<file path="src/rtl/expipe_pkg.sv">
// Shared execution-pipeline types: the CDB result record and per-instance defaults.
package expipe_pkg;

  localparam int XLEN             = 32;
  localparam int ROB_IDX_W        = 5;
  localparam int EU_CDB_BUF_DEPTH = 4;

  typedef struct packed {
    logic [ROB_IDX_W-1:0] rob_idx;
    logic [XLEN-1:0]      value;
    logic                 except_raised;
  } cdb_data_t;

  function automatic bit is_pow2(input int n);
    return (n > 0) && ((n & (n - 1)) == 0);
  endfunction

endpackage

</file>
<file path="src/rtl/eu_cdb_buffer_modn_counter.sv">
// Wrapping W-bit pointer with increment enable and synchronous clear.
module modn_counter #(
  parameter int W = 2
) (
  input  logic         clk_i,
  input  logic         rst_n_i,
  input  logic         clr_i,
  input  logic         en_i,
  output logic [W-1:0] cnt_o
);

  logic [W-1:0] cnt_q, cnt_d;

  // Clear wins over increment so a flush discards a concurrent advance.
  always_comb begin
    cnt_d = cnt_q;
    if (clr_i)     cnt_d = '0;
    else if (en_i) cnt_d = cnt_q + W'(1);
  end

  always_ff @(posedge clk_i or negedge rst_n_i) begin
    if (!rst_n_i) cnt_q <= '0;
    else          cnt_q <= cnt_d;
  end

  assign cnt_o = cnt_q;

endmodule

</file>
<file path="src/rtl/eu_cdb_buffer.sv">
// Circular result FIFO between one execution unit and its low-priority CDB port.
module eu_cdb_buffer
  import expipe_pkg::*;
#(
  parameter int DEPTH = EU_CDB_BUF_DEPTH
) (
  input  logic                     clk_i,
  input  logic                     rst_n_i,
  input  logic                     flush_i,
  input  logic                     eu_valid_i,
  output logic                     eu_ready_o,
  input  cdb_data_t                eu_data_i,
  output logic                     cdb_valid_o,
  input  logic                     cdb_ready_i,
  output cdb_data_t                cdb_data_o,
  output logic [$clog2(DEPTH):0]   count_o
);

  localparam int AW = $clog2(DEPTH);
  localparam int CW = AW + 1;
  localparam logic [CW-1:0] FULL = CW'(DEPTH);

  cdb_data_t         mem [DEPTH];
  logic [AW-1:0]     head_q, tail_q;
  logic [CW-1:0]     count_q, count_d;
  logic              push, pop;

  // Handshake: a transfer happens on a rising edge where valid and ready are both
  // high; ready/valid here depend only on occupancy, and flush voids either transfer.
  assign eu_ready_o  = (count_q != FULL);
  assign cdb_valid_o = (count_q != '0);
  assign push        = eu_valid_i & eu_ready_o & ~flush_i;
  assign pop         = cdb_valid_o & cdb_ready_i & ~flush_i;

  modn_counter #(.W(AW)) u_head (
    .clk_i   (clk_i),
    .rst_n_i (rst_n_i),
    .clr_i   (flush_i),
    .en_i    (pop),
    .cnt_o   (head_q)
  );

  modn_counter #(.W(AW)) u_tail (
    .clk_i   (clk_i),
    .rst_n_i (rst_n_i),
    .clr_i   (flush_i),
    .en_i    (push),
    .cnt_o   (tail_q)
  );

  always_comb begin
    count_d = count_q;
    if (flush_i) begin
      count_d = '0;
    end else begin
      case ({push, pop})
        2'b10:   count_d = count_q + CW'(1);
        2'b01:   count_d = count_q - CW'(1);
        default: count_d = count_q;
      endcase
    end
  end

  always_ff @(posedge clk_i or negedge rst_n_i) begin
    if (!rst_n_i) count_q <= '0;
    else          count_q <= count_d;
  end

  // Storage is deliberately unreset; empty-state output is masked instead.
  always_ff @(posedge clk_i) begin
    if (push) mem[tail_q] <= eu_data_i;
  end

  assign cdb_data_o = cdb_valid_o ? mem[head_q] : '0;
  assign count_o    = count_q;

`ifndef SYNTHESIS
  a_depth_legal: assert property (@(posedge clk_i) (DEPTH >= 2) && is_pow2(DEPTH));
  a_no_push_full: assert property (@(posedge clk_i) disable iff (!rst_n_i)
    (count_q == FULL) |-> !push);
  a_no_pop_empty: assert property (@(posedge clk_i) disable iff (!rst_n_i)
    (count_q == '0) |-> !pop);
  a_count_bound: assert property (@(posedge clk_i) disable iff (!rst_n_i)
    count_q <= FULL);
  a_head_stable: assert property (@(posedge clk_i) disable iff (!rst_n_i)
    (cdb_valid_o && !cdb_ready_i && !flush_i) |=> $stable(cdb_data_o));
`endif

endmodule

</file>
<file path="config.mk">
export PLATFORM = sky130hd
export DESIGN_NAME = eu_cdb_buffer
export DESIGN_NICKNAME = d
export VERILOG_FILES = /design/src/rtl/expipe_pkg.sv /design/src/rtl/eu_cdb_buffer_modn_counter.sv /design/src/rtl/eu_cdb_buffer.sv
export SDC_FILE = /design/constraint.sdc
export NUM_CORES = 1
export LEC_CHECK = 0
export CORE_ASPECT_RATIO = 0.5
export CORE_MARGIN = 5
export CORE_UTILIZATION = 30
export DETAILED_ROUTE_END_ITERATION = 10
export GPL_ROUTABILITY_DRIVEN = 1
export PLACE_DENSITY = 0.55
export RECOVER_POWER = 25
export SLEW_MARGIN = 5
export SYNTH_ARGS = -nofsm -noshare
export SYNTH_HDL_FRONTEND = slang
export SYNTH_SLANG_ARGS = --single-unit
</file>
<file path="constraint.sdc">
create_clock -name clk_i -period 3.3 [get_ports clk_i]
set_clock_uncertainty 0.15 [all_clocks]
set_input_delay 0.33 -clock clk_i [delete_from_list [all_inputs] [get_ports clk_i]]
set_output_delay 0.33 -clock clk_i [all_outputs]
set_load 0.02 [all_outputs]
</file>
==> impl_metrics.json <==
{
  "outcome": "finished, final reports clean",
  "path_cells": "buf_4, mux4_2, and2_1, clkdlybuf4s50_1",
  "rrSetupSlack_ps": 770,
  "power_density_nw_per_um2": 641,
  "r2r_start": "count_o[2]",
  "wl_um": 12400,
  "synth_top_cell_area_share": 0.717,
  "synth_cell_types": 32,
  "pin_count": 86,
  "arrival_ps": 2470,
  "place_congestion": 0.685,
  "cts_root_buffer": "clkbuf_16",
  "crit_type": "reg2out",
  "regArea_sq_um": 4740,
  "max_cap_viol_count": 0,
  "drive_above_1_share": 0.211,
  "end_kind": "output port",
  "syn_inst": 308,
  "grt_pass1_wl_um": 19500,
  "setup.worst_path.start": "u_head.cnt_o[0]",
  "via_per_inst": 4.46,
  "ant_nets": 0,
  "post-route-period-util": 0.893,
  "reg2regPathDepth": 6,
  "grt_usage": 0.106,
  "core_area_sq_um": 20700,
  "slowest_stage": "mux4_2",
  "post-route-min-period_ps": 2950,
  "drt_pre_antenna_iters": 4,
  "clk_latency_ps": 410,
  "relSlewSlack": 0.645,
  "synth.area.top_cells": "edfxtp_1, mux4_2, and2_1, dfrtp_1, buf_12",
  "grt_pass1_vias": 3331,
  "ys_seq_area_frac": 0.744,
  "synth-main-ff-cell": "edfxtp_1",
  "num_vias": 3095,
  "hold_violations": 0,
  "required_ps": 2820,
  "max_stage_delay_ps": 580,
  "synth.net_count": 356,
  "hpwl_um": 8050,
  "cts_buffers": 17,
  "drc": 0,
  "start_util": 0.308,
  "rsz0062_at_grt": "false",
  "n_fill_cell": 1851,
  "yosys_warnings": 0,
  "overflow": 0,
  "cts_buffer_depth": 2,
  "syn_area_per_cell_sq_um": 20.7,
  "antenna_found_initial": 0,
  "finalMaxSlewViolations": 0,
  "multiInputGateArea_sq_um": 1450,
  "tritoncts": "done",
  "totalPowerFinal_mw": 5.29,
  "max_freq_ghz": 0.339,
  "cts_resized": 0,
  "num_rows": 37,
  "ir_drop_uv": 342,
  "crit_fanout": 21,
  "worstHoldPathType": "in2async",
  "setup_viol": 0,
  "n_antenna_cell": 0,
  "p_leak_nw": 2.67,
  "setup_tns_ps": 0,
  "path_clk_slew_ps": 60,
  "die_h_um": 113,
  "die-area_sq_um": 24400,
  "fin_nets": 458,
  "grt_start_max_net_pins": 42,
  "synth-edff-count": 152,
  "htreeDepth": 4,
  "die_x_um": 216,
  "worstReg2RegEnd": "count_o[1]",
  "wl_per_cell_um": 17.8,
  "async_flop_share": 0.0440,
  "ys_seq_elements": 159,
  "post_cts_buffers": 0,
  "drtIter0Drc": 237,
  "startpoint_type": "register",
  "worst_pin_slew_ps": 532,
  "synth_area_sq_um": 6370,
  "setup.worst_path.end": "cdb_data_o[22]",
  "synth_top_area_cell": "edfxtp_1",
  "cts_hold_buffers": 0,
  "cts_sinks": 159,
  "syn2layout_area_growth_pct": 29.8,
  "portBuffers": 85
}
cell families (layout without fill, tap and decap cells):
group           after synthesis  in the layout  share of synthesized area
buf+inv                      21            134                     0.0281
simple gates                 69             69                     0.0649
mux                          38             38                      0.134
xor+xnor                      5              5                    0.00688
flops                       159            159                      0.744
compound gates               11             11                     0.0102
fa+ha+maj                     5              5                     0.0110
cells in the mapped netlist (2+ instances only):
cell,number
nor2_1,8
xnor2_1,2
nor3_1,2
o21ai_0,3
nand2_1,4
buf_2,4
nand3_1,4
edfxtp_1,152
buf_12,4
buf_4,2
inv_1,4
and2_1,42
buf_6,3
dfrtp_1,7
mux4_2,38
clkbuf_1,4
xor2_1,3
ha_1,4
a21oi_1,5
final cells by class:
class,instances,area share
Tap cell,273,0.0413
Sequential cell,159,0.574
Clock inverter,11,0.0260
Timing Repair Buffer,100,0.129
Clock buffer,19,0.0524
Inverter,4,0.00182
Multi-Input combinational cell,128,0.176
cells in the final DEF, fill, tap and decap left out, types with 3 or more instances in the layout:
cell	count
mux4_2	38
edfxtp_1	152
ha_1	4
clkbuf_16	17
and2_2	4
and2_1	38
a21oi_1	5
nand3_1	4
nor2_1	8
clkinv_4	3
buf_4	7
nand2_1	4
xor2_1	3
o21ai_0	3
dfrtp_1	5
bufinv_16	6
buf_12	8
inv_1	4
clkdlybuf4s50_1	63
dlygate4sd3_1	22
stage by stage:
stage / worst slack [ps] / area [sq um] / cells / hold WS (ps) / util
2_1_floorplan: 673 / 6370 / 308 / -116 / -
3_3_place_gp: 760 / 7610 / 664 / 413 / 0.368
3_5_place_dp: 712 / 7610 / 664 / 434 / 0.368
4_1_cts: 295 / 8260 / 694 / 33.5 / 0.399
5_1_grt: 188 / 8260 / 694 / 120 / 0.399
6_report: 354 / 8260 / 694 / 103 / 0.399
routing by layer:
layer  global-route usage  up-vias  share of wire
met3               0.0366        9          0.036
met2                0.181       48           0.51
met4               0.0279        0         0.0088
li1                     -     1425              -
met1                0.130     1613           0.44
met5                    0        -              0
how the worst min path moves through the flow:
| stage | cells past startpoint | startpoint | to |
|---|---|---|---|
| 6_report | 1 | rst_n_i | count_o[0] |
| 5_1_grt | 1 | rst_n_i | u_tail.cnt_o[0] |
| 4_1_cts | 1 | rst_n_i | u_tail.cnt_o[0] |
| 3_5_place_dp | 2 | u_tail.cnt_o[1] | u_tail.cnt_o[1] |
| 3_3_place_gp | 2 | u_tail.cnt_o[1] | u_tail.cnt_o[1] |
| 2_1_floorplan | 0 | rst_n_i | count_o[0] |
report_power, final:
part / switching [mW] / internal [mW]
Sequential: 0.0257 / 2.29
Combinational: 0.415 / 0.422
Clock: 0.733 / 1.41
Total: 1.17 / 4.12
state kept, by name, indices dropped and copies added (netlist names):
register,count
u_tail.cnt_o,2
u_head.cnt_o,2
mem,152
count_o,3
critical path: cells and delay by family, from the launching register on:
kind | cells | cell delay, ps
mux | 1 | 580
simple gates | 1 | 170
buf+inv | 2 | 930
flops | 1 | 350
Note: power is estimated with default switching activity, not from simulation.
